===== src/rtl/vga_pkg.sv =====
`default_nettype none
// ============================================================================
// Module   : vga_pkg
// Purpose  : Shared definitions for the tile-map RAM arbiter.
//            Holds the RAM-port FSM state encoding, the default address and
//            data widths, and the tile and map geometry constants.
// Ports    : none (package)
// Revision : 1.0  initial release
// ============================================================================
package vga_pkg;

    // A 640x480 screen of 32-pixel tiles gives a 20x15 map, which fits in 9 bits.
    localparam int c_tile_size      = 32;
    localparam int c_map_cols       = 20;
    localparam int c_map_rows       = 15;
    localparam int c_default_addr_w = 9;
    localparam int c_default_data_w = 4;

    // RAM-port operation issued at the most recent clock edge.
    typedef enum logic [1:0] {
        ST_IDLE  = 2'd0,
        ST_READ  = 2'd1,
        ST_WRITE = 2'd2
    } arb_state_t;

endpackage : vga_pkg
`default_nettype wire


===== src/rtl/map_wr_fifo.sv =====
`default_nettype none
// ============================================================================
// Module   : map_wr_fifo
// Purpose  : Synchronous write buffer holding pending tile-map writes.
//            Entries leave in strict arrival order.
// Ports    : clk, rst_n   clock and asynchronous active-low reset
//            push, wdata  enqueue one entry (ignored while full)
//            pop, rdata   dequeue head entry (ignored while empty);
//                         rdata always shows the current head
//            full, empty, level  occupancy status, all from registered level
// Revision : 1.0  initial release
// ============================================================================
module map_wr_fifo #(
    parameter int WIDTH = 13,
    parameter int DEPTH = 4
) (
    input  logic                     clk,
    input  logic                     rst_n,
    input  logic                     push,
    input  logic [WIDTH-1:0]         wdata,
    input  logic                     pop,
    output logic [WIDTH-1:0]         rdata,
    output logic                     full,
    output logic                     empty,
    output logic [$clog2(DEPTH):0]   level
);

    localparam int PTR_W = $clog2(DEPTH);
    localparam int LVL_W = PTR_W + 1;

    logic [WIDTH-1:0] r_mem [DEPTH];
    logic [PTR_W-1:0] r_wr_ptr;
    logic [PTR_W-1:0] r_rd_ptr;
    logic [LVL_W-1:0] r_level;
    logic             w_do_push;
    logic             w_do_pop;

    assign full      = (r_level == LVL_W'(DEPTH));
    assign empty     = (r_level == '0);
    assign level     = r_level;
    assign rdata     = r_mem[r_rd_ptr];
    assign w_do_push = push && !full;
    assign w_do_pop  = pop && !empty;

    // Storage needs no reset; occupancy is tracked by the pointers and level.
    always_ff @(posedge clk) begin
        if (w_do_push) begin
            r_mem[r_wr_ptr] <= wdata;
        end
    end

    always_ff @(posedge clk or negedge rst_n) begin
        if (!rst_n) begin
            r_wr_ptr <= '0;
            r_rd_ptr <= '0;
            r_level  <= '0;
        end else begin
            if (w_do_push) begin
                r_wr_ptr <= r_wr_ptr + PTR_W'(1);
            end
            if (w_do_pop) begin
                r_rd_ptr <= r_rd_ptr + PTR_W'(1);
            end
            case ({w_do_push, w_do_pop})
                2'b10:   r_level <= r_level + LVL_W'(1);
                2'b01:   r_level <= r_level - LVL_W'(1);
                default: r_level <= r_level;
            endcase
        end
    end

endmodule : map_wr_fifo
`default_nettype wire


===== src/rtl/map_ram_arbiter.sv =====
`default_nettype none
// ============================================================================
// Module   : map_ram_arbiter
// Purpose  : Shares one single-port tile-map RAM between the video renderer
//            (reads, absolute priority, two-cycle latency) and the game logic
//            (writes, buffered in map_wr_fifo and drained when the port is
//            free). No read-after-write forwarding is performed.
// Ports    : clock_25, reset_key   pixel clock, async active-low reset
//            video_on              active-video flag
//            rd_req/rd_addr        renderer read request (always accepted)
//            rd_data/rd_valid      read return, two cycles after the request
//            wr_valid/wr_addr/wr_data/wr_ready  buffered write interface
//            fifo_level            number of writes waiting
//            ram_addr/ram_we/ram_wdata  registered RAM port
//            ram_rdata             RAM read data, one cycle after ram_addr
// Config   : MAP_ARB_BLANK_WRITE_EN - when defined, buffered writes drain only
//            while video_on is low.
// Revision : 1.0  initial release
// ============================================================================
module map_ram_arbiter
    import vga_pkg::*;
#(
    parameter int ADDR_W     = c_default_addr_w,
    parameter int DATA_W     = c_default_data_w,
    parameter int FIFO_DEPTH = 4
) (
    input  logic                          clock_25,
    input  logic                          reset_key,
    input  logic                          video_on,
    input  logic                          rd_req,
    input  logic [ADDR_W-1:0]             rd_addr,
    output logic [DATA_W-1:0]             rd_data,
    output logic                          rd_valid,
    input  logic                          wr_valid,
    input  logic [ADDR_W-1:0]             wr_addr,
    input  logic [DATA_W-1:0]             wr_data,
    output logic                          wr_ready,
    output logic [$clog2(FIFO_DEPTH):0]   fifo_level,
    output logic [ADDR_W-1:0]             ram_addr,
    output logic                          ram_we,
    output logic [DATA_W-1:0]             ram_wdata,
    input  logic [DATA_W-1:0]             ram_rdata
);

    localparam int ENTRY_W = ADDR_W + DATA_W;

    arb_state_t          r_state;
    arb_state_t          w_state_next;
    logic                r_rd_valid;
    logic [ADDR_W-1:0]   r_ram_addr;
    logic                r_ram_we;
    logic [DATA_W-1:0]   r_ram_wdata;
    logic                w_full;
    logic                w_empty;
    logic                w_push;
    logic                w_pop;
    logic                w_drain_ok;
    logic [ENTRY_W-1:0]  w_head;

`ifdef MAP_ARB_BLANK_WRITE_EN
    assign w_drain_ok = !video_on;
`else
    assign w_drain_ok = 1'b1;
    logic w_unused_video_on;
    assign w_unused_video_on = video_on;
`endif

    // wr_ready comes from the registered level only, so a full buffer refuses
    // a push even on a cycle where an entry is popped.
    assign wr_ready = !w_full;
    assign w_push   = wr_valid && wr_ready;

    map_wr_fifo #(
        .WIDTH (ENTRY_W),
        .DEPTH (FIFO_DEPTH)
    ) u_wr_fifo (
        .clk   (clock_25),
        .rst_n (reset_key),
        .push  (w_push),
        .wdata ({wr_addr, wr_data}),
        .pop   (w_pop),
        .rdata (w_head),
        .full  (w_full),
        .empty (w_empty),
        .level (fifo_level)
    );

    // Reads win unconditionally; a pending write waits for a free cycle.
    always_comb begin
        w_state_next = ST_IDLE;
        w_pop        = 1'b0;
        if (rd_req) begin
            w_state_next = ST_READ;
        end else if (!w_empty && w_drain_ok) begin
            w_state_next = ST_WRITE;
            w_pop        = 1'b1;
        end
    end

    always_ff @(posedge clock_25 or negedge reset_key) begin
        if (!reset_key) begin
            r_state     <= ST_IDLE;
            r_rd_valid  <= 1'b0;
            r_ram_addr  <= '0;
            r_ram_we    <= 1'b0;
            r_ram_wdata <= '0;
        end else begin
            r_state    <= w_state_next;
            // RAM data for a READ issued last edge is presented this edge.
            r_rd_valid <= (r_state == ST_READ);
            r_ram_we   <= (w_state_next == ST_WRITE);
            case (w_state_next)
                ST_READ: begin
                    r_ram_addr <= rd_addr;
                end
                ST_WRITE: begin
                    r_ram_addr  <= w_head[ENTRY_W-1:DATA_W];
                    r_ram_wdata <= w_head[DATA_W-1:0];
                end
                default: begin
                    r_ram_addr  <= r_ram_addr;
                    r_ram_wdata <= r_ram_wdata;
                end
            endcase
        end
    end

    assign rd_data   = ram_rdata;
    assign rd_valid  = r_rd_valid;
    assign ram_addr  = r_ram_addr;
    assign ram_we    = r_ram_we;
    assign ram_wdata = r_ram_wdata;

endmodule : map_ram_arbiter
`default_nettype wire


===== config.mk =====
export PLATFORM = sky130hd
export DESIGN_NAME = map_ram_arbiter
export DESIGN_NICKNAME = d
export VERILOG_FILES = /design/src/rtl/vga_pkg.sv /design/src/rtl/map_wr_fifo.sv /design/src/rtl/map_ram_arbiter.sv
export SDC_FILE = /design/constraint.sdc
export NUM_CORES = 1
export LEC_CHECK = 0
export CAP_MARGIN = 25
export CORE_ASPECT_RATIO = 1.75
export CORE_MARGIN = 4
export CORE_UTILIZATION = 45
export CTS_CLUSTER_SIZE = 30
export DETAILED_ROUTE_END_ITERATION = 10
export GPL_TIMING_DRIVEN = 0
export PLACE_DENSITY = 0.7
export SLEW_MARGIN = 30
export SYNTH_ARGS = -nofsm -noshare
export SYNTH_HDL_FRONTEND = slang
export SYNTH_HIERARCHICAL = 1
export SYNTH_SLANG_ARGS = --single-unit

===== constraint.sdc =====
create_clock -name clock_25 -period 1.97 [get_ports clock_25]
set_input_delay 0.2955 -clock clock_25 [delete_from_list [all_inputs] [get_ports clock_25]]
set_output_delay 0.2955 -clock clock_25 [all_outputs]
set_load 0.1 [all_outputs]

==> results by stage <==
STA:
- The maximum clock rate is 0.500 GHz.
- Counting I/O delays and the setup requirement, the final critical path takes between 1.5 and 2 ns.
- Dividing the final minimum period by the clock period gives 1.01.
- The setup TNS is -0.0281 ns.
- The setup violation total in the final timing report is 1.
- The minimum setup slack in the final design is -0.0281 ns.
- For the pin with the worst max-slew slack, the measured transition is around 0.97 ns.
- The tightest hold path in the finished design has a slack of 0.430 ns.
- The final-report hold violation count is 0.
- The clock tree skew after final layout is ~0.0036 ns.
- Setup repair after global routing could not meet its margin everywhere.
- The worst max-slew margin expressed relative to the limit is 0.351.
- The final number of max-transition violations is 0.

GRT:
- The via count of the first global-routing pass is 1668.
- Entering global routing, the biggest net connects 24 pins.
- The total overflow left after global routing is 0.
- The overall fraction of global-route tracks in use is 0.139.
- The number of antenna violations at the first check in global routing is 0.
- The first global-routing pass estimated about 8400 um of wire.

Power:
- Of the total power, registers draw 0.342.
- Of the total power, the share spent switching nets is 0.399.
- Of the total power, combinational logic draws 0.448.
- The power density of the placed cells is about 1700 nW/um^2.
- Of the total power, the clock network draws 0.210.
- The peak supply drop is 0.746 mV.
- Internal power comes to a little over 0.004 W.
- Total power for the finished layout comes to 0.00690 W.
- The reported net switching power is 0.00275 W.
- In this run the static leakage power is 1.56 nW.

Routing:
- The post-detailed-route count of antenna-violating nets is 0.
- Dividing the detail-routed wire length by the instance count gives around 17 um.
- After detailed routing, the number of remaining DRC violations is 0.
- For this run, the detailed router's first-pass iteration total came to 4.
- The routed layout has 1601 vias.
- The detailed router's first-iteration violation count is 49.
- After detailed routing, the number of vias per cell comes to 4.97.
- The routed design has 5370 um of wire.

Floorplanning:
- The floorplan step set the die height to 117 um.
- The initialized floorplan defines 39 standard-cell rows.
- The die outline area is 8220 um^2.
- The floorplan die width is 70.3 um.
- The area of the core region is approximately 6600 um^2.
- 54 I/O pins were placed.
- The initial utilization of the core area, before any placement, comes to 0.464.

Finish:
- The non-filler instance count after layout is 322.
- The ratio of cells with drive above 1 in the final layout is 0.271.
- The post-synthesis to final-layout area growth is 31.9%.
- The multi-input combinational cells in the finished layout cover a total of between 800 and 900 um^2.
- The number of diodes is 0.
- The final-layout fill cell count is 492.
- Across the whole layout, storage elements account for 2150 um^2.
- The number of nets in the finished design is 272.

Yosys:
- The share of the synthesized area in compound gates (AO/OA/AOI/OAI) is 0.0176.
- The arithmetic-cell share of the synthesized area counting full adders, half adders and majority gates is 0.0270.
- Synthesis produced a netlist with a net count of 200.
- Yosys printed 6 warnings.
- The area share of the leading cell type in the synthesized netlist is 0.511.
- The unique cell type count in the Yosys netlist is 25.
- After synthesis, the largest family of logic cells by area is multiplexers.
- The area share of xor/xnor cells in the synthesized design is 0.0172.
- Of the total synthesized cell area, the portion taken by AND, OR, NAND and NOR gates is 0.0410.
- Synthesis inferred 75 register bits.
- The library cell with the largest summed area after synthesis is sky130_fd_sc_hd__edfxtp_1.
- The average footprint of a synthesized cell is 18.7 um^2.
- Summing every instance area after synthesis gives 3050 um^2.
- The gate count of the mapped netlist is 163.
- The share of the Yosys chip area taken by registers is 0.700.
- By area the synthesized netlist is led by sky130_fd_sc_hd__edfxtp_1, sky130_fd_sc_hd__dfrtp_1, sky130_fd_sc_hd__mux4_2, sky130_fd_sc_hd__mux4_1, sky130_fd_sc_hd__mux2i_1.
- Measured against the total synthesized area, the mux share comes to 0.159.

Worst setup path:
- The nature of the critical path endpoint is a register.
- The kind of launch point of the worst setup path is a register.
- The worst-path maximum fanout is 5.
- The data required time at the worst endpoint is around 2.2 ns.
- The critical path goes through nor3b_4 -> nor2b_1 -> nor2b_4 -> inv_2 -> ha_4 -> inv_2 -> fa_2 -> xor2_1 -> nor2_1 -> xor2_1.
- For this design, the slowest cell found on the critical path is sky130_fd_sc_hd__dfrtp_4.
- In this design, the stage delay of the slowest critical-path cell is 0.51 ns.
- STA puts the critical path data arrival time at 2.20 ns.
- The worst setup path category is reg -> reg.

Placed design:
- The cell count after placement is approximately 300.
- Detailed placement finished with a half-perimeter wire length of 3660 um.
- The number of buffers inserted by port buffering is 48.
- The routability-driven placement congestion ratio is 0.706.

Clock network:
- The TritonCTS clock tree is built.
- The root buffer cell is sky130_fd_sc_hd__clkbuf_16.
- The clock passes through at most 2 buffers.
- The count of H-tree levels built during CTS is 3.
- TritonCTS created 9 clock buffers.
- The clock latency on the worst-skew pair is between 0.3 and 0.4 ns.
- The CTS clock-pin slew for the worst setup and hold paths is about 0.050 ns.
- The clock net sink count is between 70 and 80.

Outcome:
- The flow ran to the end, but the final reports show violations.
- The checks that failed: setup timing.

Job:
- The number of max-capacitance violations reported is 0.

Min path:
- The class of the tightest hold or removal check is reg -> reg.
## layer usage
| layer | GRT usage | share of wire |
|---|---|---|
| met1 | 0.158 | 0.39 |
| met2 | 0.237 | 0.54 |
| met3 | 0.0410 | 0.052 |
| met4 | 0.0691 | 0.017 |
| met5 | 0 | 0 |
## worst max-delay path: cells and delay by family, from the launching register on
| family | cells | cell delay, ns |
|---|---|---|
| fa+ha+maj | 2 | 0.45 |
| xor+xnor | 2 | 0.32 |
| buf+inv | 2 | 0.10 |
| flops | 1 | 0.51 |
| simple gates | 4 | 0.51 |
## cells in the mapped netlist, drive strengths merged
library cell  number
and2               4
mux2               5
nor3b              1
buf               10
fa                 1
o21ai              9
nand2             10
o31a               1
nor2               2
ha                 5
xnor2              3
inv                7
edfxtp            52
mux2i             10
nor3               1
nor2b              3
mux4              13
xor2               3
dfrtp             23
## registers in the layout, summed over array words and instances, names as in the netlist
register and flops:
r_state 1, ram_addr 9, ram_wdata 4, ram_we 1, rd_valid 1, u_wr_fifo/level 3
u_wr_fifo/r_mem 52, u_wr_fifo/r_rd_ptr 2, u_wr_fifo/r_wr_ptr 2
## worst paths after layout
path | startpoint | end | slack (ns) | cells past startpoint
worst max register to register | u_wr_fifo/level[1] | u_wr_fifo/level[2] | -0.03 | 10
worst min register to register | ram_we | rd_valid | 0.43 | 1
min in group asynchronous | reset_key | ram_addr[0] | 0.48 | 2
worst max-delay path | u_wr_fifo/level[1] | u_wr_fifo/level[2] | -0.03 | 10
worst min-delay path | ram_we | rd_valid | 0.43 | 1
max in group asynchronous | reset_key | u_wr_fifo/level[2] | 1.09 | 2
## timing repair
item                       4_1_cts  5_1_grt
resized for setup               23        4
setup endpoints to repair       21        5
setup buffers                    1       11
hold endpoints to repair        23        0
pin swaps                        1        5
hold buffers                     1        0
## metrics by stage
stage          setup slack [ns]   util  area, um^2
6_report                -0.0281  0.611        4030
4_1_cts                  -0.189  0.598        3940
2_1_floorplan            -0.273      -        3080
3_5_place_dp             -0.495  0.555        3660
5_1_grt                  -0.162  0.611        4030
3_3_place_gp             -0.500  0.556        3660
## cell type report
class | count | share of cell area
inverter | 7 | 0.00652
tap | 82 | 0.0255
timing repair buffer | 61 | 0.137
clock inverter | 3 | 0.00311
buffer | 10 | 0.0224
clock buffer | 13 | 0.0646
multi-input combinational | 71 | 0.208
sequential | 75 | 0.533
## cells in the final DEF (no fill, tap or decap), types with 2 or more instances in the layout
master / Yosys / routed
sky130_fd_sc_hd__buf_4: 5 / 17
sky130_fd_sc_hd__xnor2_1: 3 / 3
sky130_fd_sc_hd__dfrtp_1: 23 / 20
sky130_fd_sc_hd__xor2_1: 3 / 3
sky130_fd_sc_hd__mux4_2: 8 / 8
sky130_fd_sc_hd__mux4_1: 5 / 5
sky130_fd_sc_hd__inv_1: 7 / 5
sky130_fd_sc_hd__and2_2: 0 / 4
sky130_fd_sc_hd__o21ai_0: 9 / 9
sky130_fd_sc_hd__clkdlybuf4s50_1: 0 / 28
sky130_fd_sc_hd__dfrtp_4: 0 / 3
sky130_fd_sc_hd__buf_2: 2 / 3
sky130_fd_sc_hd__nand2_1: 10 / 10
sky130_fd_sc_hd__mux2_4: 5 / 5
sky130_fd_sc_hd__nor2b_1: 2 / 2
sky130_fd_sc_hd__clkbuf_8: 0 / 2
sky130_fd_sc_hd__buf_6: 2 / 2
sky130_fd_sc_hd__dlygate4sd2_1: 0 / 17
sky130_fd_sc_hd__clkbuf_1: 0 / 2
sky130_fd_sc_hd__inv_2: 0 / 2
sky130_fd_sc_hd__edfxtp_1: 52 / 52
sky130_fd_sc_hd__clkbuf_16: 0 / 9
sky130_fd_sc_hd__mux2i_1: 10 / 10
sky130_fd_sc_hd__clkinv_1: 0 / 2
sky130_fd_sc_hd__ha_1: 5 / 4
## power by group through the flow
stage	Clock [W]	Sequential [W]	Combinational, W
detailed placement	0	0.00240	0.00304
finish	0.00145	0.00236	0.00309
CTS	0.00149	0.00238	0.00297
global placement	0	0.00238	0.00299
global route	0.00156	0.00241	0.00326
floorplan	0	0.00344	0.00127
## cell families after synthesis
| family | after synthesis |
|---|---|
| flops | 75 |
| mux | 28 |
| simple gates | 21 |
| buf+inv | 17 |
| compound gates | 10 |
| xor+xnor | 6 |
| fa+ha+maj | 6 |
Note: power is estimated with default switching activity, not from simulation.
